## config.mk

```make
export PLATFORM = sky130hd
export DESIGN_NAME = grid_scorekeeper
export DESIGN_NICKNAME = d
export VERILOG_FILES = /design/src/rtl/grid_scorekeeper.sv
export SDC_FILE = /design/constraint.sdc
export NUM_CORES = 2
export LEC_CHECK = 0
export BUFFER_PORTS_ARGS = -buffer_cell sky130_fd_sc_hd__buf_2
export CORE_MARGIN = 5
export CORE_UTILIZATION = 45
export DETAILED_ROUTE_END_ITERATION = 10
export GPL_ROUTABILITY_DRIVEN = 0
export PLACE_DENSITY = 0.6
export SYNTH_ARGS = -nofsm -noshare
export SYNTH_HDL_FRONTEND = slang
export SYNTH_SLANG_ARGS = --single-unit
```

## constraint.sdc

```tcl
create_clock -name frame_clk -period 538.8 [get_ports frame_clk]
set_input_delay 161.64 -clock frame_clk [delete_from_list [all_inputs] [get_ports frame_clk]]
set_output_delay 161.64 -clock frame_clk [all_outputs]
set_load 0.05 [all_outputs]
```

## src/rtl/grid_scorekeeper.sv

```systemverilog
// Playfield scorekeeper: counts grid cells, detects locks/clears by frame delta, tracks score/lines/level/game-over.
// Latency: grid change -> counts +1 frame -> lock_pulse/score/lines +2 frames. No backpressure; consumes every frame.
module grid_scorekeeper #(
    parameter int COLS            = 10,
    parameter int ROWS            = 22,
    parameter int SPAWN_ROWS      = 2,
    parameter int LINES_PER_LEVEL = 10,
    parameter int MAX_LEVEL       = 15,
    parameter int BASE_DROP       = 20,
    parameter int MIN_DROP        = 2
) (
    input  logic                             frame_clk,
    input  logic                             Reset,
    input  logic [COLS-1:0][ROWS-1:0][3:0]   grid,
    output logic [19:0]                      score,
    output logic [9:0]                       lines,
    output logic [3:0]                       level,
    output logic [7:0]                       drop_period,
    output logic                             lock_pulse,
    output logic [2:0]                       clear_count,
    output logic                             err_pulse,
    output logic                             game_over
);

    typedef enum logic [1:0] {EMPTY, PLAYING, OVER} state_t;

    state_t       state_q, state_d;
    logic [7:0]   act_nxt, set_nxt, act_cnt, set_cnt, act_prev, set_prev;
    logic         top_nxt, top_occ, cnt_valid, prev_valid;
    logic [3:0]   lines_in_level, lil_nxt, level_nxt;
    logic         lock_det, k_ok, credit;
    logic [2:0]   k_val;
    logic signed [8:0] delta;
    logic [10:0]  base_pts;
    logic [4:0]   lvl_p1, lil_sum;
    logic [15:0]  add_pts;
    logic [20:0]  score_sum;
    logic [10:0]  lines_sum;
    logic signed [9:0] drop_raw;
    logic [7:0]   drop_nxt;

    // Stage 1: reduce the grid to cell counts and spawn-zone occupancy
    always_comb begin
        act_nxt = '0;
        set_nxt = '0;
        top_nxt = 1'b0;
        for (int c = 0; c < COLS; c++) begin
            for (int r = 0; r < ROWS; r++) begin
                if (grid[c][r] == 4'd1) begin
                    act_nxt = act_nxt + 8'd1;
                end else if (grid[c][r] >= 4'd2) begin
                    set_nxt = set_nxt + 8'd1;
                    if (r < SPAWN_ROWS) top_nxt = 1'b1;
                end
            end
        end
    end

    // prev_valid only rises once act_prev/set_prev hold a real post-reset sample
    always_ff @(posedge frame_clk) begin
        if (Reset) begin
            act_cnt    <= '0;
            set_cnt    <= '0;
            top_occ    <= 1'b0;
            act_prev   <= '0;
            set_prev   <= '0;
            cnt_valid  <= 1'b0;
            prev_valid <= 1'b0;
        end else begin
            act_cnt    <= act_nxt;
            set_cnt    <= set_nxt;
            top_occ    <= top_nxt;
            act_prev   <= act_cnt;
            set_prev   <= set_cnt;
            cnt_valid  <= 1'b1;
            prev_valid <= cnt_valid;
        end
    end

    // Stage 2: lock detection and line-clear decode
    always_comb begin
        lock_det = prev_valid && (set_cnt != set_prev) && (state_q == PLAYING);
        delta    = $signed({1'b0, set_prev} + {1'b0, act_prev} - {1'b0, set_cnt});
        k_val    = 3'd0;
        k_ok     = 1'b0;
        for (int k = 0; k <= 4; k++) begin
            if (delta == 9'(k * COLS)) begin
                k_val = 3'(k);
                k_ok  = 1'b1;
            end
        end
        credit = lock_det && k_ok;
    end

    // Scoring uses the level in force before this lock's increment
    always_comb begin
        case (k_val)
            3'd1:    base_pts = 11'd40;
            3'd2:    base_pts = 11'd100;
            3'd3:    base_pts = 11'd300;
            3'd4:    base_pts = 11'd1200;
            default: base_pts = 11'd0;
        endcase
        lvl_p1    = {1'b0, level} + 5'd1;
        add_pts   = 16'(base_pts) * 16'(lvl_p1);
        score_sum = {1'b0, score} + {5'd0, add_pts};
        lines_sum = {1'b0, lines} + 11'(k_val);
        lil_sum   = {1'b0, lines_in_level} + 5'(k_val);
        lil_nxt   = lil_sum[3:0];
        level_nxt = level;
        if (lil_sum >= 5'(LINES_PER_LEVEL)) begin
            lil_nxt = 4'(lil_sum - 5'(LINES_PER_LEVEL));
            if (level < 4'(MAX_LEVEL)) level_nxt = level + 4'd1;
        end
        drop_raw = 10'(BASE_DROP) - $signed({6'd0, level_nxt});
        drop_nxt = (drop_raw > 10'(MIN_DROP)) ? 8'(drop_raw) : 8'(MIN_DROP);
    end

    always_ff @(posedge frame_clk) begin
        if (Reset) begin
            score          <= '0;
            lines          <= '0;
            level          <= '0;
            lines_in_level <= '0;
            drop_period    <= 8'(BASE_DROP);
            lock_pulse     <= 1'b0;
            err_pulse      <= 1'b0;
            clear_count    <= '0;
        end else begin
            lock_pulse <= lock_det;
            err_pulse  <= lock_det && !k_ok;
            if (lock_det) clear_count <= k_ok ? k_val : 3'd0;
            if (credit) begin
                score          <= (score_sum > 21'd999999) ? 20'd999999 : score_sum[19:0];
                lines          <= (lines_sum > 11'd999) ? 10'd999 : lines_sum[9:0];
                lines_in_level <= lil_nxt;
                level          <= level_nxt;
                drop_period    <= drop_nxt;
            end
        end
    end

    always_ff @(posedge frame_clk) begin
        if (Reset) state_q <= EMPTY;
        else       state_q <= state_d;
    end

    always_comb begin
        state_d = state_q;
        case (state_q)
            EMPTY:   if (act_cnt != 8'd0) state_d = PLAYING;
            PLAYING: if (lock_det && top_occ) state_d = OVER;
            default: state_d = OVER;
        endcase
    end

    always_comb begin
        game_over = (state_q == OVER);
    end

endmodule

```

# ---- Yosys cells after proc, flatten, opt, wreduce, memory -nomap -nowiden
# Cells that the tools add are included.
dict set report totals {
  register_bits 88
  latchBits 0
  ramBits 0
  romBits 0
  out_inout_bits 48
  word_cells 1653
  n_memories 0
}
dict set report classes {
  add_sub_neg 447
  n_mul 1
  div_mod_pow 0
  n_lt_le_gt_ge 225
  eq_ne 233
  shift 0
  n_mux 721
  bitwise 0
  reduce_logical 10
}
# cell count
set ops {}
lappend ops {{$mux W8} 658}
lappend ops {{$add A8 B1 Y8 const B} 438}
lappend ops {{$eq A4 B1 Y1 const B} 220}
lappend ops {{$ge A4 B2 Y1 const B} 220}
lappend ops {{$mux W1} 50}
lappend ops {{$pmux W11 S4} 1}
lappend ops {{$add A20 B16 Y21} 1}
lappend ops {{$gt A21 B20 Y1 const B} 1}
lappend ops {{$mux W20} 1}
lappend ops {{$eq A9 B6 Y1 const B} 2}
lappend ops {{$mul A11 B5 Y16} 1}
lappend ops {{$mux W3} 4}
lappend ops {{$mux W4} 3}
lappend ops {{$add A10 B3 Y11} 1}
lappend ops {{$gt A11 B10 Y1 const B} 1}
lappend ops {{$mux W10} 1}
lappend ops {{$add A8 B8 Y9} 1}
lappend ops {{$eq A9 B5 Y1 const B} 1}
lappend ops {{$eq A9 B7 Y1 const B} 1}
lappend ops {{$logic_not A9 Y1} 1}
lappend ops {{$sub A9 B8 Y9} 1}
lappend ops {{$ne A8 B8 Y1} 1}
lappend ops {{$reduce_bool A8 Y1} 1}
lappend ops {{$eq A3 B2 Y1 const B} 2}
lappend ops {{20 further kinds} 25}

# ---- Longest topological paths before layout
dict set report depth {
  ltp_word 660
  depth_mapped 746
}

# ---- Worst setup path after synthesis
# OpenSTA, ideal clock, no wires.
dict set report synth_path {
  path_kind {input -> register}
  from {input grid[5] (netlist name)}
  to {register act_cnt[7]}
  setup_ps 115
  arrival_time_ps 285396
  required_ps 538685
  path_slack_ps 253289
  path_stages 742
  cell_sequence {or4b_1 > buf_6 > clkinv_8 > ha_1 > xor2_1 > ha_1 > nand2_1 > o21ai_0 > ha_1 > nor2_1 > nor2_1 > ha_1 > nand2_1 > o31ai_1 > ha_1 > nor2_1 > nor2_1 > ha_1 > [706 not listed] > inv_1 > ha_1 > nor2_1 > a21oi_1 > ha_1 > mux2_2 > ha_1 > mux2_2 > ha_1 > mux2_2 > nand4_1 > nand3b_1 > a21oi_1 > nor2b_1 > and3_1 > a211oi_1 > xnor2_1 > nor2_1}
}
# item line
set synth_lines {}
lappend synth_lines {{start, declared} 14} ;# input logic [COLS-1:0][ROWS-1:0][3:0] grid,
lappend synth_lines {{end signal, assigned} 70} ;# act_cnt <= act_nxt;
lappend synth_lines {{end, declared} 28} ;# logic [7:0] act_nxt, set_nxt, act_cnt, set_cnt, act_prev, set_prev;

==> metrics.md <==
| Metric | Value |
|---|---|
| Chip height | `470 microns` |
| Total clock sinks | `84` |
| Io pins | `930` |
| WL final | `304 mm` |
| TritonCTS clock tree | `done` |
| Die Wd | `470 microns` |
| Synthesized area | `95200 sq um` |
| Hold-fix buffers, CTS | `0` |
| Largest stage delay, worst path | `0.73 ns` |
| Setup Skew | `0.0127 ns` |
| Initial antenna violation count | `74` |
| Final hold vios | `0` |
| Root Buffer | `clkbuf_16` |
| Synth unique cells | `153` |
| Ys flop type | `dfxtp_1` |
| Fin nets | `15829` |
| Number of synthesized flops with an enable pin | `0` |
| Avg Cell Area, Syn | `6.98 sq um` |
| Worst slew pin tran | `1.31 ns` |
| CP Capture Type | `register` |
| Outcome | `finished, final reports clean` |
| Setup violators final | `0` |
| Register area share after synthesis | `1.77%` |
| PostCTS Resize Cnt | `0` |
| Total of max-cap violations | `0` |
| Synthesis-to-finish area growth | `9.13%` |
| Number of global-route vias before repair | `90087` |
| DR vias | `98063` |
| CP Buf/Inv Count | `99` |
| Via density | `5.68` |
| CP max stage cell | `or4b_1` |
| Pin count of the biggest net entering global routing | `68` |
| Req. time, crit path | `539.02 ns` |
| Max-Slew Margin vs Limit | `11.2%` |
| DR WL/cell | `17.6 microns` |
| Tcrit/Tclk final | `55.6%` |
| PortBufs | `926` |
| RSZ-0062 raised after global routing | `no` |
| CTS Buf Count | `9` |
| CTS clk-pin slew, worst paths | `0.07 ns` |
| Post-layout min period | `299.51 ns` |
| Asr flop ratio synth | `0%` |
| DRC Markers | `0` |
| Element type at the critical path start | `input port` |
| DR iter-0 viols | `6752` |
| Bufs on Longest Clock Path | `2` |
| Die area | `221000 sq um` |
| Max-slew violation count | `0` |
| Share of post-route cells with drive strength above 1 | `11.9%` |
| H-tree depth | `3` |
| Setup TNS Final | `0 ns` |
| YS warnings | `0` |
| GRT Util Overall | `25.7%` |
| # Post-CTS Setup Buffers | `0` |
| Critical Path AT | `299.72 ns` |
| Worst setup path category | `input port to register` |
| DPL Wire Length | `263 mm` |
| Crit path max fanout | `8` |
| Top delay family on crit path | `adder cells` |
| FF+latch count, synth | `84` |
| Antenna-violating nets left | `0` |
| Most used cell, CP | `ha_1` |
| First-pass GRT wire length | `479 mm` |
| Achievable frequency | `3.34 MHz` |
| Clock latency on the worst-skew pair | `0.35 ns` |
| Starting Density | `45.3%` |
| Synth Instances | `13632` |
| Rows | `168` |
| Core box area | `210000 sq um` |
| HP Class | `register to register` |
| Drt first pass iters | `6` |
| Grt ovf | `0` |
## logic make-up after synthesis
kind of cell             count (synthesis)  share of synthesized area [%]
adder cells (fa/ha/maj)                546                           7.42
buffers and inverters                  890                           3.78
multiplexers                           202                           2.24
XOR/XNOR                              3157                           34.7
flip-flops                              84                           1.77
AO/OA/AOI/OAI                         2944                           20.2
other                                    1                        0.00394
AND/OR/NAND/NOR                       5808                           29.9
## cell type report
class / count / area (sq um)
Tap cell: 2805 / 3510
Fill cell: 21889 / 106000
Timing Repair Buffer: 1129 / 6160
Inverter: 540 / 2060
Multi-Input combinational cell: 12660 / 90100
Clock inverter: 6 / 95.1
Antenna cell: 38 / 95.1
Sequential cell: 84 / 1680
Clock buffer: 9 / 225
## sequential cells by signal, indices dropped and copies added, names as in the netlist, 5 cells and up
name         count
score           19
lines           10
act_cnt          8
act_prev         8
set_cnt          8
set_prev         8
drop_period      5
## synth_stat cells (84+ instances only)
cell type  count  share of area, %
xnor2_1     1956                18
nand2_1     1667               6.6
nor2_1      1310               5.2
xor2_1       802               7.4
a21oi_1      765               4.0
nor3_1       581               3.1
o21ai_0      581               3.1
nand3_1      525               2.8
inv_1        522               2.1
ha_1         485               6.4
or3_1        320               2.1
clkbuf_1     284               1.1
a31oi_1      239               1.6
and2_1       216               1.4
xnor3_1      178               4.2
o31ai_1      146               1.2
mux2i_1      143               1.5
nand4_1      142              0.93
nor2b_1      139              0.91
nand2b_1     135              0.89
and3_1       132              0.87
a211oi_1     126              0.99
o22ai_1      110              0.72
nor3b_1      100              0.79
o211ai_1      98              0.77
nor4_1        90              0.59
o21a_1        87              0.69
a21o_1        84              0.66
dfxtp_1       84               1.8
## cell usage in the layout (no fill, tap or decap), drive strengths merged, types with 345 or more instances in the layout
master	netlist	routed
nor2	1311	1311
a21oi	768	768
o21ai	605	605
buf	51	1129
xor2	837	837
xnor2	2039	2039
nor3	613	613
ha	485	485
inv	538	540
nand2	1667	1667
or3	345	345
nand3	527	527
## routing by layer
metal	up-vias	track usage, %	routed length (microns)	share of wire (%)
li1	50367	-	-	-
met1	45231	36.2	145000	48
met2	2237	43.1	138000	45
met3	216	1.77	15600	5.1
met4	12	5.29	6070	2.0
met5	-	0	69	0.023
## metrics by stage
step | instance area, sq um | util [%] | setup slack (ns) | cells | hold WS (ns)
after detailed placement | 103000 | 49.3 | 240.25 | 17218 | 0.426
final | 104000 | 49.5 | 239.29 | 17271 | 0.442
after CTS | 104000 | 49.4 | 240.32 | 17233 | 0.440
after global routing | 104000 | 49.4 | 227.31 | 17247 | 0.468
after global placement | 103000 | 49.3 | 243.13 | 17218 | 0.416
after floorplan | 95200 | - | 253.29 | 13634 | 0.414
## worst paths after layout
path                            startpoint          to  slack (ns)  cells past startpoint
worst max-delay path               grid[5]  act_cnt[7]      239.29                   1139
worst min-delay path             cnt_valid  prev_valid        0.44                      1
worst max register to register  set_cnt[2]   score[12]      529.63                     41
worst min register to register   cnt_valid  prev_valid        0.44                      1
## worst reg2reg max path: cells and delay by family, from the launching register on
kind | cells | cell delay [ns]
xor gates and xnor gates | 2 | 0.35
AOI/OAI and AO/OA | 18 | 3.01
and+or+nand+nor | 11 | 2.18
DFF | 1 | 0.35
buffers and inverters | 4 | 0.33
adders and majority gates | 6 | 2.80
Power is not shown: default switching activity piles up to over one toggle a cycle in this logic, so the estimate is an artifact.
